--- config.mk ---
export PLATFORM = sky130hd
export DESIGN_NAME = uart_baud_fifo
export DESIGN_NICKNAME = d
export VERILOG_FILES = /design/src/rtl/uart_baud_fifo.sv
export SDC_FILE = /design/constraint.sdc
export NUM_CORES = 1
export LEC_CHECK = 0
export ABC_AREA = 1
export BUFFER_PORTS_ARGS = -buffer_cell sky130_fd_sc_hd__clkbuf_2
export CELL_PAD_IN_SITES_DETAIL_PLACEMENT = 0
export CELL_PAD_IN_SITES_GLOBAL_PLACEMENT = 1
export CORE_ASPECT_RATIO = 1.5
export CORE_UTILIZATION = 47
export DETAILED_ROUTE_END_ITERATION = 10
export PLACE_DENSITY = 0.82
export SKIP_LAST_GASP = 1
export SYNTH_ARGS = -nofsm -noshare
export SYNTH_HDL_FRONTEND = slang
export SYNTH_SLANG_ARGS = --single-unit
--- constraint.sdc ---
create_clock -name clk -period 4.4 [get_ports clk]
set_input_delay 0.88 -clock clk [delete_from_list [all_inputs] [get_ports clk]]
set_output_delay 0.88 -clock clk [all_outputs]
set_load 0.05 [all_outputs]
--- src/rtl/uart_baud_fifo.sv ---
// ---------------------------------------------------------------------------
// uart_baud_fifo
//
// UART-side support block for the uart2wifi core. It contains:
//   - a 16x-oversampling baud tick generator
//   - an 8-bit synchronous byte FIFO with first-word fall-through read data
//   - a small 32-bit register file: three scratch/config words at addresses
//     0..2 and a read-only status word at address 3
//
// Optional feature macro: FIFO_OVERFLOW_FLAG_EN
//   When defined, a sticky overflow flag is kept. It is set by a write attempt
//   while the FIFO is full with no simultaneous read. It is reported in status
//   bit 7. It is cleared by reset or by any register write to address 3.
//   When undefined, there is no overflow logic and status bit 7 reads 0.
//
// Ports:
//   clk         in   1   system clock (50 MHz)
//   rst         in   1   asynchronous, active-high reset
//   enable      in   1   baud generator run enable
//   baud_tick   out  1   one-cycle pulse every BAUD_DIV cycles while enabled
//   fifo_wr     in   1   FIFO write request
//   fifo_rd     in   1   FIFO read request (pop)
//   write_data  in   8   FIFO write data
//   read_data   out  8   FIFO head data (valid when !empty)
//   empty       out  1   FIFO empty
//   full        out  1   FIFO full
//   reg_addr    in   2   register address
//   reg_wdata   in  32   register write data
//   reg_write   in   1   register write strobe
//   reg_read    in   1   register read strobe
//   reg_rdata   out 32   register read data (0 when reg_read=0)
// ---------------------------------------------------------------------------
module uart_baud_fifo #(
    parameter int BAUD_DIV = 163,
    parameter int FIFO_AW  = 4,
    parameter int DATA_W   = 8
) (
    input  logic              clk,
    input  logic              rst,
    input  logic              enable,
    output logic              baud_tick,
    input  logic              fifo_wr,
    input  logic              fifo_rd,
    input  logic [DATA_W-1:0] write_data,
    output logic [DATA_W-1:0] read_data,
    output logic              empty,
    output logic              full,
    input  logic [1:0]        reg_addr,
    input  logic [31:0]       reg_wdata,
    input  logic              reg_write,
    input  logic              reg_read,
    output logic [31:0]       reg_rdata
);

    localparam int DEPTH = 2 ** FIFO_AW;
    localparam int CNT_W = (BAUD_DIV > 1) ? $clog2(BAUD_DIV) : 1;
    localparam logic [CNT_W-1:0]   BAUD_LAST  = CNT_W'(BAUD_DIV - 1);
    localparam logic [FIFO_AW:0]   FULL_COUNT = (FIFO_AW + 1)'(DEPTH);

    // -----------------------------------------------------------------------
    // Baud generator
    // -----------------------------------------------------------------------
    logic [CNT_W-1:0] r_baudCnt;

    // The counter freezes while disabled so re-enabling resumes the
    // current baud period instead of restarting it.
    always_ff @(posedge clk or posedge rst) begin
        if (rst) begin
            r_baudCnt <= '0;
        end else if (enable) begin
            if (r_baudCnt == BAUD_LAST) begin
                r_baudCnt <= '0;
            end else begin
                r_baudCnt <= r_baudCnt + 1'b1;
            end
        end
    end

    assign baud_tick = enable && (r_baudCnt == BAUD_LAST);

    // -----------------------------------------------------------------------
    // Byte FIFO
    // -----------------------------------------------------------------------
    logic [DATA_W-1:0]  r_mem [DEPTH];
    logic [FIFO_AW-1:0] r_wrPtr;
    logic [FIFO_AW-1:0] r_rdPtr;
    logic [FIFO_AW:0]   r_count;
    logic               w_doWrite;
    logic               w_doRead;

    assign empty = (r_count == '0);
    assign full  = (r_count == FULL_COUNT);

    // A write while full is accepted only when a pop frees the slot in
    // the same cycle. When full, wr_ptr equals rd_ptr, so the head byte
    // is presented combinationally before the edge overwrites it.
    assign w_doWrite = fifo_wr && (!full || fifo_rd);
    assign w_doRead  = fifo_rd && !empty;

    always_ff @(posedge clk) begin
        if (w_doWrite) begin
            r_mem[r_wrPtr] <= write_data;
        end
    end

    always_ff @(posedge clk or posedge rst) begin
        if (rst) begin
            r_wrPtr <= '0;
            r_rdPtr <= '0;
            r_count <= '0;
        end else begin
            if (w_doWrite) begin
                r_wrPtr <= r_wrPtr + 1'b1;
            end
            if (w_doRead) begin
                r_rdPtr <= r_rdPtr + 1'b1;
            end
            case ({w_doWrite, w_doRead})
                2'b10:   r_count <= r_count + 1'b1;
                2'b01:   r_count <= r_count - 1'b1;
                default: r_count <= r_count;
            endcase
        end
    end

    assign read_data = r_mem[r_rdPtr];

    // -----------------------------------------------------------------------
    // Sticky overflow flag (optional)
    // -----------------------------------------------------------------------
    logic w_overflow;

`ifdef FIFO_OVERFLOW_FLAG_EN
    logic r_overflow;

    // Clear takes priority so a status write always leaves the flag low.
    always_ff @(posedge clk or posedge rst) begin
        if (rst) begin
            r_overflow <= 1'b0;
        end else if (reg_write && (reg_addr == 2'd3)) begin
            r_overflow <= 1'b0;
        end else if (fifo_wr && full && !fifo_rd) begin
            r_overflow <= 1'b1;
        end
    end

    assign w_overflow = r_overflow;
`else
    assign w_overflow = 1'b0;
`endif

    // -----------------------------------------------------------------------
    // Register file
    // -----------------------------------------------------------------------
    logic [31:0] r_reg0;
    logic [31:0] r_reg1;
    logic [31:0] r_reg2;
    logic [31:0] w_status;

    always_ff @(posedge clk or posedge rst) begin
        if (rst) begin
            r_reg0 <= '0;
            r_reg1 <= '0;
            r_reg2 <= '0;
        end else if (reg_write) begin
            case (reg_addr)
                2'd0:    r_reg0 <= reg_wdata;
                2'd1:    r_reg1 <= reg_wdata;
                2'd2:    r_reg2 <= reg_wdata;
                default: ;
            endcase
        end
    end

    always_comb begin
        w_status                = '0;
        w_status[0]             = empty;
        w_status[1]             = full;
        w_status[FIFO_AW+2:2]   = r_count;
        w_status[7]             = w_overflow;
    end

    always_comb begin
        reg_rdata = '0;
        if (reg_read) begin
            case (reg_addr)
                2'd0:    reg_rdata = r_reg0;
                2'd1:    reg_rdata = r_reg1;
                2'd2:    reg_rdata = r_reg2;
                default: reg_rdata = w_status;
            endcase
        end
    end

endmodule

==> results of run 1 <==
[flip-flops by register name (all words and copies together) (netlist names)]
register,flops
r_reg2,32
r_mem,128
r_reg1,32
r_wrPtr,4
r_reg0,32
r_baudCnt,8
r_rdPtr,4
r_count,5
[power breakdown]
part	internal, mW	switching (mW)
registers	2.76	0.366
clock network	1.28	0.864
logic	0.665	1.42
[critical path, delay by kind of cell, from the launching register on]
family / cells / cell delay [ns]
buffers and inverters: 3 / 0.73
and+or+nand+nor: 3 / 0.26
AOI/OAI and AO/OA: 2 / 0.10
DFF: 1 / 0.96
[layout make-up]
type / count / area [um^2] / share of cell area [%]
clock inverter: 14 / 183.9 / 1.453
multi-input combinational: 662 / 3440 / 27.17
sequential: 245 / 6777 / 53.53
inverter: 161 / 611.8 / 4.833
tap: 315 / 394.1 / 3.113
timing repair buffer: 112 / 613.1 / 4.843
clock buffer: 29 / 640.6 / 5.060
[path summary, 6_finish.rpt]
check | from | endpoint | slack [ns] | cells past startpoint
max | r_rdPtr[1] | read_data[5] | 0.92 | 8
min | r_reg2[27] | r_reg2[27] | 0.48 | 2
max reg2reg | r_count[0] | r_count[4] | 1.87 | 16
min reg2reg | r_reg2[27] | r_reg2[27] | 0.48 | 2
max in group asynchronous | rst | r_reg1[8] | 3.08 | 3
min in group asynchronous | rst | r_reg0[11] | 0.50 | 2
[layout by cell type, fill, tap and decap left out, drive strengths merged]
cell and n:
nand2 290, inv 160, o21ai 138, edfxtp 128, clkbuf 120, dfrtp 117, nand3 91, o211ai 35
a21oi 33, buf 21, nor3 18, nor2 17, ha 10, xor2 9, clkinv 7, o22ai 5
xnor2 4, o221ai 4, clkinvlp 4, bufinv 4, nand4 3, a21boi 1, nor3b 1, a211oi 1
a221oi 1, o21a 1
[cells by family after synthesis]
family,after synthesis,synth area share [%]
buf+inv,219,9.110
xor+xnor,13,1.016
simple gates,420,16.26
flops,245,60.42
fa+ha+maj,10,1.116
compound gates,219,12.08
[layer usage]
| metal | GRT usage (%) | vias up | routed length, um |
|---|---|---|---|
| met5 | 0 | - | 0 |
| met3 | 2.463 | 34 | 749 |
| met4 | 5.656 | 0 | 479 |
| li1 | - | 3891 | - |
| met2 | 37.00 | 127 | 12340 |
| met1 | 24.01 | 3633 | 9735 |
==> impl.org, run 1 <==
** Route
- Number of design rule violations left after detail routing :: 0
- Routed vias :: 7685
- In the final routed layout, each cell accounts on average for roughly 15 um.
- Detail Route Antenna Nets :: 0
- After detailed routing, the number of vias per cell comes to 4.997.
- Drt total wl :: 23310 um
- Number of DRC markers after the initial detailed-route iteration :: 456
- The pre-antenna-repair detailed-routing pass consisted of 5 iterations.

** Logic synthesis
- Of all flip-flops after synthesis, the portion carrying an async set or reset was between 40 and 50%.
- When the netlist entered floorplanning its net count stood at approximately 1200.
- Number of register bits inferred by synthesis :: 245
- Summed instance area of the synthesized netlist :: between 0.01 and 0.015 mm^2
- The synthesized design spends more area on one cell type than any other, namely sky130_fd_sc_hd__edfxtp_1.
- Synth top area share :: about 34%
- Prevailing post-synth register cell :: sky130_fd_sc_hd__edfxtp_1
- Post-synthesis average cell area :: between 9 and 10 um^2
- Top cells by instance count after synthesis :: sky130_fd_sc_hd__nand2_1 (283), sky130_fd_sc_hd__inv_1 (157), sky130_fd_sc_hd__edfxtp_1 (128)
- After synthesis, the netlist uses 38 different library cells.
- Sequential elements use 60.42% of the synthesized area.
- Synthesis produced between 1000 and 1500 cells.
- Number of enable flip-flop cells after synthesis :: between 100 and 150
- Most numerous cell in the Yosys netlist :: sky130_fd_sc_hd__nand2_1
- Warnings, synthesis :: 0
- Ranked by total cell area, the synthesized netlist is headed by sky130_fd_sc_hd__edfxtp_1 (34%), sky130_fd_sc_hd__dfrtp_1 (26%), sky130_fd_sc_hd__nand2_1 (9.5%), sky130_fd_sc_hd__inv_1 (5.3%), sky130_fd_sc_hd__nand3_1 (4.0%).

** Floorplanning
- Measured along the x axis, the die boundary spans approximately 130 um.
- Initial core utilization :: around 48%
- In this run the core area contains between 60 and 70 standard-cell rows.
- In this run the count of I/O pins placed on the die edge is a little over 90.
- The floorplan step defined a die boundary enclosing about 0.024 mm^2.
- Area of the placeable core :: between 0.02 and 0.025 mm^2
- Measured along the y axis, the die boundary spans between 150 and 200 um.

** Power and ir drop
- The worst-case IR drop observed on VDD is approximately 0.32 mV.
- Leakage component of the power :: approximately 5.8 nW
- Power spread over the standard cell area amounts to approximately 580 mW/mm^2.
- Total design power :: around 7.4 mW

** Clock network
- The number of clock buffers added by TritonCTS is 24.
- CTS built an H-tree with a depth of 1.
- Postcts setup bufs :: 0
- CTS tree :: built
- Post-CTS repair changed the size of 0 cells.
- Clock-pin slew was measured on the worst setup and hold paths at approximately 0.070 ns.
- Hold buffer count at cts :: 0
- Count of clock tree sinks :: 245
- The root buffer cell chosen for the clock tree is sky130_fd_sc_hd__clkbuf_16.
- Longest Clk Path Bufs :: 3
- Clock latency on the worst-skew pair, taken at its later pin, is approximately 0.52 ns.

** Final layout
- Summed area of non-filler cells in the final layout :: approximately 0.013 mm^2
- N_diodes :: 0
- Fill cell instance count of the final layout :: approximately 2100
- Number of nets in the final layout :: approximately 1300
- The post-route netlist has 17.09% of its cells at a drive strength greater than 1.
- Compared with the post-synthesis result, the final layout area differs by 12.96%.
- Fin cells :: around 1500
- Final core utilization :: about 55%

** Worst setup path
- For the worst setup path, the data required time is 3.52 ns.
- Max stage delay on crit path :: ~0.96 ns
- The critical path goes through buf_4, buf_4, a21oi_1, o21ai_0, nand3_1, nand3_1, nand2_1, clkbuf_2.
- Critical setup path kind :: register to output port
- Kind of start point of the critical path :: register
- For this design, the slowest cell found on the critical path is sky130_fd_sc_hd__dfrtp_2.
- Endpoint class of the critical path :: output port
- Of all nets on the critical path, the largest fanout is 48.
- Critical Path AT :: 2.60 ns

** STA
- Setup repair after global routing left no endpoint under its margin.
- Worst slew margin relative to its limit :: between 20% and 30%
- Sum of negative setup slack :: 0 ns
- Fmax :: 287.7 MHz
- Crit path setup slack, layout :: 0.9243 ns
- The total count of max-transition violations in the final report is 0.
- Setup violations remaining at the end of the flow were counted as 0.
- Slew at the pin with the worst max-slew slack :: 1.104 ns
- Post-layout min period :: 3.476 ns
- Across all hold checks on the routed design, the worst slack comes to 0.4835 ns.
- For the final database, setup skew stands at 0.01700 ns.
- The number of hold violations in the final report is 0.
- In the finished design, the share of the clock period the worst path needs comes to approximately four fifths.

** Placed design
- Routability congestion estimate from global placement :: 0.7808
- Cells after DPL :: 1495
- DPL Wire Length :: ~15000 um
- During placement, the flow inserted port buffers numbering approximately 90.
- Timing analysis after detailed placement gives a worst setup slack of 1.146 ns.
- In this run the cell area measured after placement is around 0.012 mm^2.

** GRT
- The via count of the first global-routing pass is between 7000 and 8000.
- Pin count of the biggest net entering global routing :: 69
- Initial antenna violation count :: 0
- First-pass GRT wire length :: 38550 um
- Total global routing overflow :: 0
- All-layer global routing usage :: around 20%

** Run
- MaxCap Viol Count :: 0

** Run status
- The flow ran to the end, and the final reports show no timing, DRC or antenna violations.

** Worst hold path
- The min-delay analysis places its worst path in the category register to register.
No activity file was read; power rests on OpenSTA's default activity.
==> run 2: changes to the inputs <==
Settings changed: CORE_UTILIZATION 47 to 42, PLACE_DENSITY 0.82 to 0.77.
Clock period 4.4 ns to 3.1 ns, I/O delays scaled along.
==> run 2 against run 1 <==
Non-clock buffer count grew 10. Hold slack lost 0.34 ns. Utilization shrank 5.5 points. Sequential power grew 38%. Worst setup slack lost 0.76 ns. Global-route usage shrank 1.6 points. Combinational power grew 49%. Sequential share of layout area shrank 0.45 points. Critical endpoint is now read_data[1]. Largest power group unchanged.
==> impl.org, run 2 (synthesized netlist as in run 1, its figures left out) <==
** Worst setup path
- Critical setup path kind :: register to output port
- CP max-delay cell :: sky130_fd_sc_hd__dfrtp_4
- Required time of the critical path :: approximately 2.5 ns
- For this run, the slowest stage of the critical path takes approximately 0.67 ns.
- In this run the worst path has a maximum fanout of 49.
- The worst setup path is launched from a register.
- Critical Path AT :: approximately 2.3 ns
- Cell-by-cell listing of the critical path :: buf_4, a21oi_1, o21ai_0, nand3_1, nand3_1, nand2_1, clkbuf_2
- Depth of the worst register-to-register path :: 16
- Most frequent CP cell :: sky130_fd_sc_hd__nand3_1
- Endpoint class of the critical path :: output port

** STA
- Setup violations remaining at the end of the flow were counted as 0.
- The number of hold violations in the final report came to 0.
- Timing would allow up to 341.0 MHz.
- Setup repair after global routing left no endpoint under its margin.
- The total count of max-transition violations in the final report was 0.
- For the pin with the worst max-slew slack, the measured transition is 0.6476 ns.
- Post-Route Hold Slack :: about 0.15 ns
- Post-layout min period :: approximately 2.9 ns
- The final critical path takes up 94.60% of the cycle.
- Sum of negative setup slack :: 0 ns
- Setup slack closes at approximately 0.17 ns.
- On the final layout, the worst clock skew is between 0.015 and 0.02 ns.
- The worst pin sits at a relative slew slack of a little under three fifths.

** Final layout
- Excluding fillers, the count of instances in the completed layout stands at approximately 1600.
- The repair_antennas step left the layout with diodes totalling 0.
- Total area of multi-input combinational cells :: roughly 0.0034 mm^2
- The area growth from synthesis to layout is 13.92%.
- After routing the design area is 0.01277 mm^2.
- Sequential cell area :: 0.006777 mm^2
- The register with the most flip-flops in the layout has between 100 and 150 of them.
- Proportion of layout cells with a drive suffix above 1 :: between 10% and 20%
- Number of nets in the final layout :: around 1300
- Once layout is complete, the utilization of the core stands at between 40% and 50%.
- Commonest cells after routing, fill and taps aside :: sky130_fd_sc_hd__nand2_1 (283), sky130_fd_sc_hd__inv_1 (156), sky130_fd_sc_hd__edfxtp_1 (128)
- Ranked by flip-flop count, first place goes to r_mem.
- Fill cell instance count of the final layout :: between 2000 and 2500
- Leading cell type in the layout, fill and taps excluded :: sky130_fd_sc_hd__nand2_1

** Placed design
- Input and output buffers added on the ports amount to 91.
- The congestion estimate from routability-driven global placement came to between 0.7 and 0.8.
- Counting tap cells, the placed design contains a total of ~1500 instances.
- After detailed placement, the total cell area comes to about 0.012 mm^2.
- DPL Wire Length :: about 16000 um
- OpenSTA, run right after detailed placement, puts the worst setup slack at about 0.43 ns.

** Power and ir drop
- Summing internal, switching and leakage power gives a little over 10 mW.
- Across the VDD grid, the largest voltage drop is 0.5835 mV.
- Leakage component of the power :: ~5.9 nW
- Total power density per cell area :: ~800 mW/mm^2

** Clock network
- Clock-pin slew was measured on the worst setup and hold paths at 0.06 ns.
- Count of clock tree sinks :: 245
- After clock tree synthesis, the repair step resized 0 gates.
- TritonCTS built the clock tree.
- The cell sitting at the root of the clock tree is a sky130_fd_sc_hd__clkbuf_16.
- Longest Clk Path Bufs :: 3
- Buffers added to address setup during post-CTS repair amount to 0.
- Hold buffer count at cts :: 0
- Clock insertion delay at the later pin of the skew report :: approximately 0.52 ns
- Number of H-tree branching levels :: 1
- Clock tree synthesis inserted a total of 24 buffers.

** Route
- Number of optimization iterations in the first detailed-route pass :: 5
- Detail Route Antenna Nets :: 0
- For this block, the routed nets add up to around 24000 um of wire.
- Number of DRC markers after the initial detailed-route iteration :: between 400 and 500
- The final route contains 7813 vias.
- Number of design rule violations left after detail routing :: 0
- Routed length per instance :: 15.33 um
- In the routed layout, each cell is associated on average with a via count of approximately 5.0.

** Worst hold path
- The worst hold path belongs to the class input port to async pin.

** Run
- Across the run, the number of max-cap violations was 0.

** Floorplanning
- Width of the die :: roughly 140 um
- The core region is ~0.026 mm^2.
- The initialized floorplan defines 72 standard-cell rows.
- Vert. Die Dim :: ~200 um
- Initial core utilization :: between 40% and 50%
- Die area :: between 0.02 and 0.03 mm^2
- In this run the count of I/O pins placed on the die edge is 92.

** GRT
- Initial antenna violation count :: 0
- Entering global routing, the biggest net connects 63 pins.
- For this run the aggregate overflow at the end of global routing stands at 0.
- The first global-routing pass estimated between 30000 and 40000 um of wire.
- The via count of the first global-routing pass was between 7000 and 8000.
- All-layer global routing usage :: ~18%

** Run status
- The flow ran to the end, and the final reports show no timing, DRC or antenna violations.
-- run 2: cell types whose count changed in the layout (fill, tap and decap cells not counted), moves of 2 or more --
| cell | change |
|---|---|
| sky130_fd_sc_hd__clkinvlp_4 | -2 |
| sky130_fd_sc_hd__clkbuf_1 | +5 |
| sky130_fd_sc_hd__buf_12 | +8 |
| sky130_fd_sc_hd__clkinv_4 | -2 |
| sky130_fd_sc_hd__buf_4 | +2 |
| sky130_fd_sc_hd__nor3_2 | -5 |
| sky130_fd_sc_hd__nor3_1 | +5 |
| sky130_fd_sc_hd__clkinv_2 | +2 |
| sky130_fd_sc_hd__bufinv_16 | -2 |
-- run 2: critical path, delay by kind of cell (launching register included) --
family,cells,cell delay (ns)
compound gates,2,0.25
buf+inv,2,0.55
flops,1,0.67
simple gates,3,0.31
-- run 2: routing by layer --
layer / global-route usage, % / part of all wire [%]
met2: 34.16 / 53
met3: 2.207 / 3.7
met5: 0 / 0
met4: 5.457 / 2.4
met1: 21.61 / 41
-- run 2: layout make-up --
type,instances,area share [%]
clock buffer,34,5.076
clock inverter,10,0.8624
inverter,161,4.802
multi-input combinational,662,26.74
sequential,245,53.08
tap,333,3.263
timing repair buffer,122,6.174
-- run 2: final timing paths --
path / start / end / slack [ns]
worst max-delay path: r_rdPtr[0] / read_data[1] / 0.17
worst min-delay path: rst / r_reg0[11] / 0.15
worst max register to register: r_count[0] / r_count[4] / 0.57
worst min register to register: r_reg2[19] / r_reg2[19] / 0.48
max in group asynchronous: rst / r_reg0[14] / 2.34
min in group clk: reg_wdata[19] / r_reg2[19] / 0.37
-- run 2: power by group --
group / total (mW) / switching [mW] / internal [mW]
clock network: 2.83 / 1.20 / 1.63
logic: 3.12 / 2.13 / 0.990
registers: 4.32 / 0.402 / 3.92
